[config.mk]
export PLATFORM = sky130hd
export DESIGN_NAME = control_unit
export DESIGN_NICKNAME = d
export VERILOG_FILES = /design/src/rtl/control_unit.sv
export SDC_FILE = /design/constraint.sdc
export NUM_CORES = 1
export LEC_CHECK = 0
export CAP_MARGIN = 20
export CORE_ASPECT_RATIO = 1.1
export CORE_MARGIN = 2
export CORE_UTILIZATION = 30
export DETAILED_ROUTE_END_ITERATION = 8
export PLACE_DENSITY = 0.63
export SYNTH_ARGS = -nofsm -noshare
export SYNTH_HDL_FRONTEND = slang
export SYNTH_SLANG_ARGS = --single-unit
[constraint.sdc]
create_clock -name clk -period 1.4 [get_ports clk]
set_input_delay 0.14 -clock clk [delete_from_list [all_inputs] [get_ports clk]]
set_output_delay 0.14 -clock clk [all_outputs]
set_load 0.1 [all_outputs]
[src/rtl/control_unit.sv]
// control_unit: multicycle fetch/decode/execute FSM for the 16-bit core.
// Drives ALU selects, memory requests and regfile strobes; resolves branches.
module control_unit (
  input  logic        clk,
  input  logic        rst_n,
  input  logic [15:0] instr,
  input  logic        imem_ready,
  input  logic        dmem_ready,
  input  logic        alu_zero,
  input  logic        alu_neg,
  output logic        imem_req,
  output logic        dmem_req,
  output logic        dmem_we,
  output logic [3:0]  alu_op,
  output logic        alu_a_sel,
  output logic [2:0]  alu_b_sel,
  output logic        pc_we,
  output logic        ir_we,
  output logic [3:0]  rf_ra,
  output logic [3:0]  rf_rb,
  output logic [3:0]  rf_wa,
  output logic        rf_we,
  output logic        rf_wd_sel,
  output logic        halted,
  output logic        illegal
);

  typedef enum logic [3:0] {
    S_IDLE,
    S_FETCH,
    S_PC_INC,
    S_DECODE,
    S_EXEC,
    S_WB,
    S_MEM_ADDR,
    S_MEM,
    S_WB_MEM,
    S_BR_TEST,
    S_BR_TAKE,
    S_HALT
  } state_t;

  localparam logic [3:0] OP_ADD = 4'b0000;
  localparam logic [3:0] OP_AND = 4'b0010;
  localparam logic [3:0] OP_LUI = 4'b0101;

  localparam logic [2:0] B_REG  = 3'd0;
  localparam logic [2:0] B_ONE  = 3'd1;
  localparam logic [2:0] B_SX8  = 3'd3;
  localparam logic [2:0] B_HI8  = 3'd4;
  localparam logic [2:0] B_SX4  = 3'd5;

  state_t      state;
  state_t      state_nx;
  logic [15:0] ir;

  logic [3:0] op;
  logic [3:0] rd;
  logic [3:0] rs;
  logic [3:0] rt;

  assign op = ir[15:12];
  assign rd = ir[11:8];
  assign rs = ir[7:4];
  assign rt = ir[3:0];

  logic is_r;
  logic is_lui;
  logic is_addi;
  logic is_lw;
  logic is_sw;
  logic is_bz;
  logic is_bn;
  logic is_jmp;
  logic is_ill;
  logic taken;

  assign is_r    = (op <= 4'h4);
  assign is_lui  = (op == 4'h5);
  assign is_addi = (op == 4'h6);
  assign is_lw   = (op == 4'h7);
  assign is_sw   = (op == 4'h8);
  assign is_bz   = (op == 4'h9);
  assign is_bn   = (op == 4'hA);
  assign is_jmp  = (op == 4'hB);
  assign is_ill  = (op >= 4'hC) && (op <= 4'hE);
  assign taken   = (is_bz & alu_zero) | (is_bn & alu_neg);

  always_ff @(posedge clk or negedge rst_n) begin
    if (!rst_n) begin
      state <= S_IDLE;
      ir    <= '0;
    end else begin
      state <= state_nx;
      if (state == S_FETCH && imem_ready)
        ir <= instr;
    end
  end

  always_comb begin
    rf_wa = rd;
    rf_ra = '0;
    rf_rb = '0;
    unique case (1'b1)
      is_r | is_lw | is_sw:    rf_ra = rs;
      is_addi | is_bz | is_bn: rf_ra = rd;
      default:                 rf_ra = '0;
    endcase
    unique case (1'b1)
      is_r:                    rf_rb = rt;
      is_sw | is_bz | is_bn:   rf_rb = rd;
      default:                 rf_rb = '0;
    endcase
  end

  always_comb begin
    state_nx  = state;
    imem_req  = 1'b0;
    dmem_req  = 1'b0;
    dmem_we   = 1'b0;
    alu_op    = OP_ADD;
    alu_a_sel = 1'b0;
    alu_b_sel = B_REG;
    pc_we     = 1'b0;
    ir_we     = 1'b0;
    rf_we     = 1'b0;
    rf_wd_sel = 1'b0;
    halted    = 1'b0;
    illegal   = 1'b0;
    unique case (state)
      S_IDLE: state_nx = S_FETCH;
      S_FETCH: begin
        imem_req = 1'b1;
        if (imem_ready) begin
          ir_we    = 1'b1;
          state_nx = S_PC_INC;
        end
      end
      S_PC_INC: begin
        alu_a_sel = 1'b1;
        alu_b_sel = B_ONE;
        pc_we     = 1'b1;
        state_nx  = S_DECODE;
      end
      S_DECODE: begin
        unique case (1'b1)
          is_r | is_lui | is_addi: state_nx = S_EXEC;
          is_lw | is_sw:           state_nx = S_MEM_ADDR;
          is_bz | is_bn:           state_nx = S_BR_TEST;
          is_jmp:                  state_nx = S_BR_TAKE;
          default:                 state_nx = S_HALT;
        endcase
      end
      S_EXEC: begin
        unique case (1'b1)
          is_lui: begin
            alu_op    = OP_LUI;
            alu_b_sel = B_HI8;
          end
          is_addi: alu_b_sel = B_SX8;
          default: alu_op = op;
        endcase
        state_nx = S_WB;
      end
      S_WB: begin
        rf_we    = 1'b1;
        state_nx = S_FETCH;
      end
      S_MEM_ADDR: begin
        alu_b_sel = B_SX4;
        state_nx  = S_MEM;
      end
      S_MEM: begin
        dmem_req = 1'b1;
        dmem_we  = is_sw;
        if (dmem_ready)
          state_nx = is_lw ? S_WB_MEM : S_FETCH;
      end
      S_WB_MEM: begin
        rf_we     = 1'b1;
        rf_wd_sel = 1'b1;
        state_nx  = S_FETCH;
      end
      S_BR_TEST: begin
        alu_op   = OP_AND;
        state_nx = taken ? S_BR_TAKE : S_FETCH;
      end
      S_BR_TAKE: begin
        alu_a_sel = 1'b1;
        alu_b_sel = B_SX8;
        pc_we     = 1'b1;
        state_nx  = S_FETCH;
      end
      S_HALT: begin
        halted  = 1'b1;
        illegal = is_ill;
      end
      default: state_nx = S_IDLE;
    endcase
  end

endmodule

==> results of run 1 <==
[cells in the mapped netlist (5+ instances only)]
cell type | count | share of area
dfrtp_1 | 20 | 0.31
a21oi_1 | 12 | 0.037
nand2_1 | 12 | 0.028
nor2b_1 | 11 | 0.043
mux2_4 | 9 | 0.084
o21ai_0 | 9 | 0.028
mux2_2 | 8 | 0.056
a31oi_1 | 7 | 0.027
buf_2 | 7 | 0.022
inv_1 | 7 | 0.016
buf_4 | 6 | 0.028
nand2b_1 | 6 | 0.023
clkbuf_1 | 5 | 0.012
nor3_1 | 5 | 0.016
o22ai_1 | 5 | 0.019
[how the worst max path moves through the flow]
stage / endpoint / startpoint / slack, ns / cells after the start
floorplan: ir_we / state[2] / -1.20 / 4
global placement: rf_ra[0] / ir[12] / -0.19 / 4
detailed placement: rf_ra[2] / ir[12] / -0.20 / 6
CTS: rf_ra[0] / ir[13] / -0.43 / 6
global route: rf_ra[2] / ir[13] / -0.51 / 6
finish: rf_ra[2] / ir[13] / -0.44 / 6
[state kept, by name, indices dropped and copies added, names as in the netlist]
register / flops
ir: 16
state: 4
[layer usage]
metal / vias up / wire (um)
li1: 882 / -
met1: 871 / 2300
met2: 50 / 2980
met3: 15 / 172
met4: 0 / 191
met5: - / 0
[layout make-up]
cell class,count,share of cell area
Clock buffer,4,0.0147
Inverter,7,0.00900
Multi-Input combinational cell,133,0.390
Sequential cell,20,0.135
Tap cell,75,0.0250
Timing Repair Buffer,129,0.426
[placed cells by master, fill, tap and decap left out, drive strengths merged, types with 2 or more instances in the layout]
| master | count |
|---|---|
| nand2 | 13 |
| a22oi | 4 |
| inv | 5 |
| nand3b | 3 |
| a21oi | 12 |
| nor3b | 2 |
| nand2b | 6 |
| nor2 | 4 |
| clkdlybuf4s50 | 21 |
| buf | 107 |
| a21o | 2 |
| nor3 | 5 |
| and3 | 2 |
| o21ai | 9 |
| and2 | 4 |
| a31oi | 7 |
| dfrtp | 20 |
| clkinvlp | 2 |
| nand3 | 4 |
| nor2b | 11 |
| mux2 | 17 |
| clkbuf | 4 |
| o22ai | 5 |
| nor4b | 2 |
[repair_timing]
item / 4_1_cts / 5_1_grt
buffers inserted: 20 / 1
gates resized for setup: 47 / 13
endpoints found under the setup margin: 44 / 45
pin swaps: 26 / 9
gates cloned: 2 / 1
endpoints found under the hold margin: 0 / 0
[metrics by stage]
step           hold slack, ns  setup TNS, ns  worst slack (ns)  instance area, um^2
3_5_place_dp            0.507          -4.81            -0.199                 3250
4_1_cts                 0.220         -12.69            -0.430                 3680
3_3_place_gp            0.504          -4.11            -0.187                 3250
6_report                0.218         -12.13            -0.442                 3750
2_1_floorplan          -0.156         -25.41             -1.20                 2100
5_1_grt                 0.263         -14.66            -0.512                 3750
[worst reg2reg max path: stages (launching register included)]
cell and delay [ns]:
dfrtp_2 0.44, buf_8 0.14, buf_6 0.11, buf_6 0.10
buf_6 0.11, nor4bb_4 0.24, buf_4 0.16, and3_4 0.18
o32ai_2 0.07
[logic make-up after synthesis]
| family | count (synthesis) | synth area share |
|---|---|---|
| flops | 20 | 0.310 |
| compound gates | 52 | 0.219 |
| mux | 17 | 0.140 |
| simple gates | 63 | 0.237 |
| buf+inv | 28 | 0.0891 |
| xor+xnor | 1 | 0.00543 |
==> results.json, run 1 <==
{
  "grt_pass1_wl_um": 9110,
  "grtUsageMet1": 0.243,
  "synth_seq_cells": 20,
  "worst_slack_ns": -0.442,
  "io_pins": 51,
  "cp_slowest_cell": "dfrtp_2",
  "final_util": 0.710,
  "antenna_found_initial": 0,
  "root_buffer": "clkbuf_8",
  "syn_area_um2": 1610,
  "period_minus_slack_ns": 1.84,
  "port_buffers": 50,
  "skew_ns": 0.00170,
  "final_nets": 316,
  "place_hpwl_um": 3750,
  "hold_path_class": "input port to async pin",
  "critical_path_class": "flop to primary output",
  "wl_per_cell_um": 15.3,
  "diodes": 0,
  "finalSetupViolations": 44,
  "worst_ep_required_time_ns": 1.26,
  "grt_max_degree": 21,
  "die_w_um": 73.9,
  "grtUsageMet3": 0.0223,
  "r2r_slack_ns": -0.26,
  "worst_slew_pin_slew_ns": 0.344,
  "yosysWarnings": 0,
  "rsz0062_at_grt": "yes",
  "core_um2": 5290,
  "syn-instance-count": 181,
  "crit_top_cell": "buf_12",
  "ys_seq_area_frac": 0.310,
  "routed_via_density": 4.94,
  "met2_usage": 0.351,
  "num_rows": 28,
  "grt_pass1_vias": 1900,
  "drt-initial-drc-count": 92,
  "wl_um": 5640,
  "cts_tree": "done",
  "overflow": 0,
  "start_util": 0.305,
  "avgSynthCellArea_um2": 8.92,
  "status": "finished, violations left",
  "gp_congestion": 0.794,
  "finalNonFillerCells": 368,
  "cp.buffers_inverters": 2,
  "syn_to_final_growth_pct": 133,
  "dr.pass1.iters": 4,
  "end_kind": "primary output",
  "worstRegToRegCells": 8,
  "h-tree-depth": 1,
  "grt-busiest-layer": "met2",
  "worstReg2RegStart": "state[3]",
  "async_flop_share": 1.00,
  "path_clk_slew_ns": 0.08,
  "r2r-end": "state[1]",
  "fillers": 365,
  "violations": "negative setup slack",
  "max_cap_violations": 0,
  "num_vias": 1818,
  "synthFlopType": "dfrtp_1",
  "post-route-period-util": 1.32,
  "hold_viol_final": 0,
  "worst_ep_arrival_time_ns": 1.70,
  "crit_family": "flip-flops",
  "synth_cell_types": 50,
  "clk_latency_ns": 0.26,
  "drive_gt1_frac": 0.703,
  "die_h_um": 80.9,
  "cts_buffer_depth": 2,
  "synth_edf_count": 0,
  "path_cells": "buf_12 > xnor2_4 > nor2b_4 > a22oi_2 > o22ai_4 > buf_12",
  "final_max_slew_viol_count": 0,
  "gr-usage-all-layers": 0.198,
  "max_stage_delay_ns": 0.47,
  "dieArea_um2": 5980,
  "crit_path_max_fanout": 5,
  "dpl.cell_count": 342,
  "register_area_um2": 508,
  "cts.sinks": 20,
  "postRouteAntennaNets": 0,
  "cts_buffers": 3,
  "multiInputGateArea_um2": 1460,
  "clock.fmax_mhz": 543,
  "worstSetupStartpointType": "flop",
  "syn_nets": 203,
  "cts_hold_buf": 0,
  "relSlewSlack": 0.768,
  "drc": 0
}
Power of run 1 is left out: the tool's default activity adds up to more than one toggle a clock period on the data nets, which glitch-free logic cannot reach.
==> run 2: changes to the inputs <==
--- a/config.mk
+++ b/config.mk
@@ -6,11 +6,14 @@
 export NUM_CORES = 1
 export LEC_CHECK = 0
 export CAP_MARGIN = 20
+export CELL_PAD_IN_SITES_DETAIL_PLACEMENT = 0
+export CELL_PAD_IN_SITES_GLOBAL_PLACEMENT = 1
 export CORE_ASPECT_RATIO = 1.1
 export CORE_MARGIN = 2
 export CORE_UTILIZATION = 30
 export DETAILED_ROUTE_END_ITERATION = 8
-export PLACE_DENSITY = 0.63
+export PLACE_DENSITY = 0.79
+export SLEW_MARGIN = 20
 export SYNTH_ARGS = -nofsm -noshare
 export SYNTH_HDL_FRONTEND = slang
 export SYNTH_SLANG_ARGS = --single-unit
==> run 2 against run 1 <==
Effect of this change:
- via count hardly changed
- final area is 0.17% lower
- global-route usage rose by 0.14 points
- the flow still finishes with violations (negative setup slack)
- sequential share of layout area up 0.056 points
- routed wire length rose by 2.0%
- count of clock-buffer cells in the layout stayed put
- maximum frequency up 1.6%
- critical endpoint is now rf_ra[0]
- critical path type unchanged
- worst hold slack about the same
- clock skew grew 0.010 ns
- critical path depth unchanged
==> results.json, run 2 (synthesized netlist as in run 1, its figures left out) <==
{
  "num_rows": 28,
  "cts_hold_buf": 0,
  "routed_via_density": 4.88,
  "grt_pass1_vias": 1968,
  "skew_ns": 0.0121,
  "grt_max_degree": 21,
  "root_buffer": "clkbuf_8",
  "violations": "negative setup slack",
  "die_w_um": 73.9,
  "grt_pass1_wl_um": 9350,
  "rsz0062_at_grt": "yes",
  "path_clk_slew_ns": 0.08,
  "regMostFlops": "ir",
  "relSlewSlack": 0.766,
  "worstSetupStartpointType": "flop",
  "reg.largest.list": "ir (16), state (4)",
  "post-route-period-util": 1.29,
  "holdWs_ns": 0.218,
  "antenna_found_initial": 0,
  "top_layer": "met4",
  "critPathLaunch": "ir[12]",
  "worst_slew_pin_slew_ns": 0.350,
  "syn_to_final_growth_pct": 132,
  "diodes": 0,
  "mostFrequentLayoutCells": "53 x buf_4, 31 x buf_12, 25 x buf_6, 21 x clkdlybuf4s50_1, 13 x dfrtp_1",
  "worstReg2RegStart": "state[2]",
  "status": "finished, violations left",
  "critical_path_class": "flop to primary output",
  "wl_met2_um": 3210,
  "gr-usage-all-layers": 0.200,
  "drive_gt1_frac": 0.701,
  "period_minus_slack_ns": 1.81,
  "final_max_slew_viol_count": 0,
  "final_common_cell": "buf_4",
  "num_vias": 1819,
  "die_h_um": 80.9,
  "drt-initial-drc-count": 54,
  "io_pins": 51,
  "clock.fmax_mhz": 552,
  "wl_per_cell_um": 15.4,
  "multiInputGateArea_um2": 1510,
  "wl_um": 5760,
  "postRouteAntennaNets": 0,
  "wirelength_met1_um": 2270,
  "h-tree-depth": 1,
  "dieArea_um2": 5980,
  "worst_ep_required_time_ns": 1.26,
  "final_nets": 321,
  "cts_buffers": 3,
  "crit_path_max_fanout": 7,
  "fillers": 376,
  "port_buffers": 50,
  "place_hpwl_um": 4040,
  "worst_ep_arrival_time_ns": 1.67,
  "cts_tree": "done",
  "hold_viol_final": 0,
  "cts_buffer_depth": 2,
  "cts.sinks": 20,
  "largest_reg_flops": 16,
  "wl_met3_um": 160,
  "overflow": 0,
  "drc": 0,
  "hold_path_class": "input port to async pin",
  "start_util": 0.305,
  "core_um2": 5290,
  "worst_slack_ns": -0.413,
  "dr.pass1.iters": 4,
  "finalSetupViolations": 45,
  "register_area_um2": 509,
  "clk_latency_ns": 0.26,
  "end_kind": "primary output",
  "max_cap_violations": 0,
  "gp_congestion": 0.899
}
==> run 2: what timing repair did <==
item                                    4_1_cts  5_1_grt
gates cloned                                  1        0
buffers inserted                             23        3
gates resized for setup                      50       21
pin swaps                                    13       15
endpoints found under the setup margin       44       45
==> run 2: final timing paths <==
kind	to	slack (ns)	cells after the start
worst max-delay path	rf_ra[0]	-0.41	6
worst min-delay path	state[1]	0.22	2
worst max register to register	ir[8]	-0.28	6
worst min register to register	ir[0]	0.55	1
max in group asynchronous	state[2]	0.94	2
min in group clk	ir[7]	0.49	2
==> run 2: area by class of cell <==
cell class / count / area share
well taps: 75 / 0.0250
flip-flops and latches: 20 / 0.136
clock buffers: 4 / 0.0120
multi-input cells: 133 / 0.402
inverters: 7 / 0.00901
repair buffers: 134 / 0.416
==> run 2: through the flow <==
stage	setup TNS [ns]	utilization	cell area, um^2	worst slack [ns]	instances
after detailed placement	-3.68	0.610	3230	-0.193	345
after global routing	-15.07	0.709	3750	-0.468	373
after global placement	-3.11	0.610	3230	-0.170	345
after floorplan	-25.41	-	2100	-1.20	181
after CTS	-12.01	0.688	3640	-0.431	371
final	-12.25	0.709	3750	-0.413	373
==> run 2: worst max-delay path, stage by stage, from the launching register on <==
cell and delay, ns:
dfrtp_2 0.46, buf_12 0.15, xnor2_4 0.14, nor2b_4 0.20
a22oi_2 0.12, o22ai_4 0.14, buf_12 0.20
==> run 2: layer usage <==
layer / vias to the layer above / global-route usage
li1: 888 / -
met1: 880 / 0.244
met2: 41 / 0.371
met3: 10 / 0.0223
met4: 0 / 0.0455
met5: - / 0
Power of run 2 is left out for the same reason.
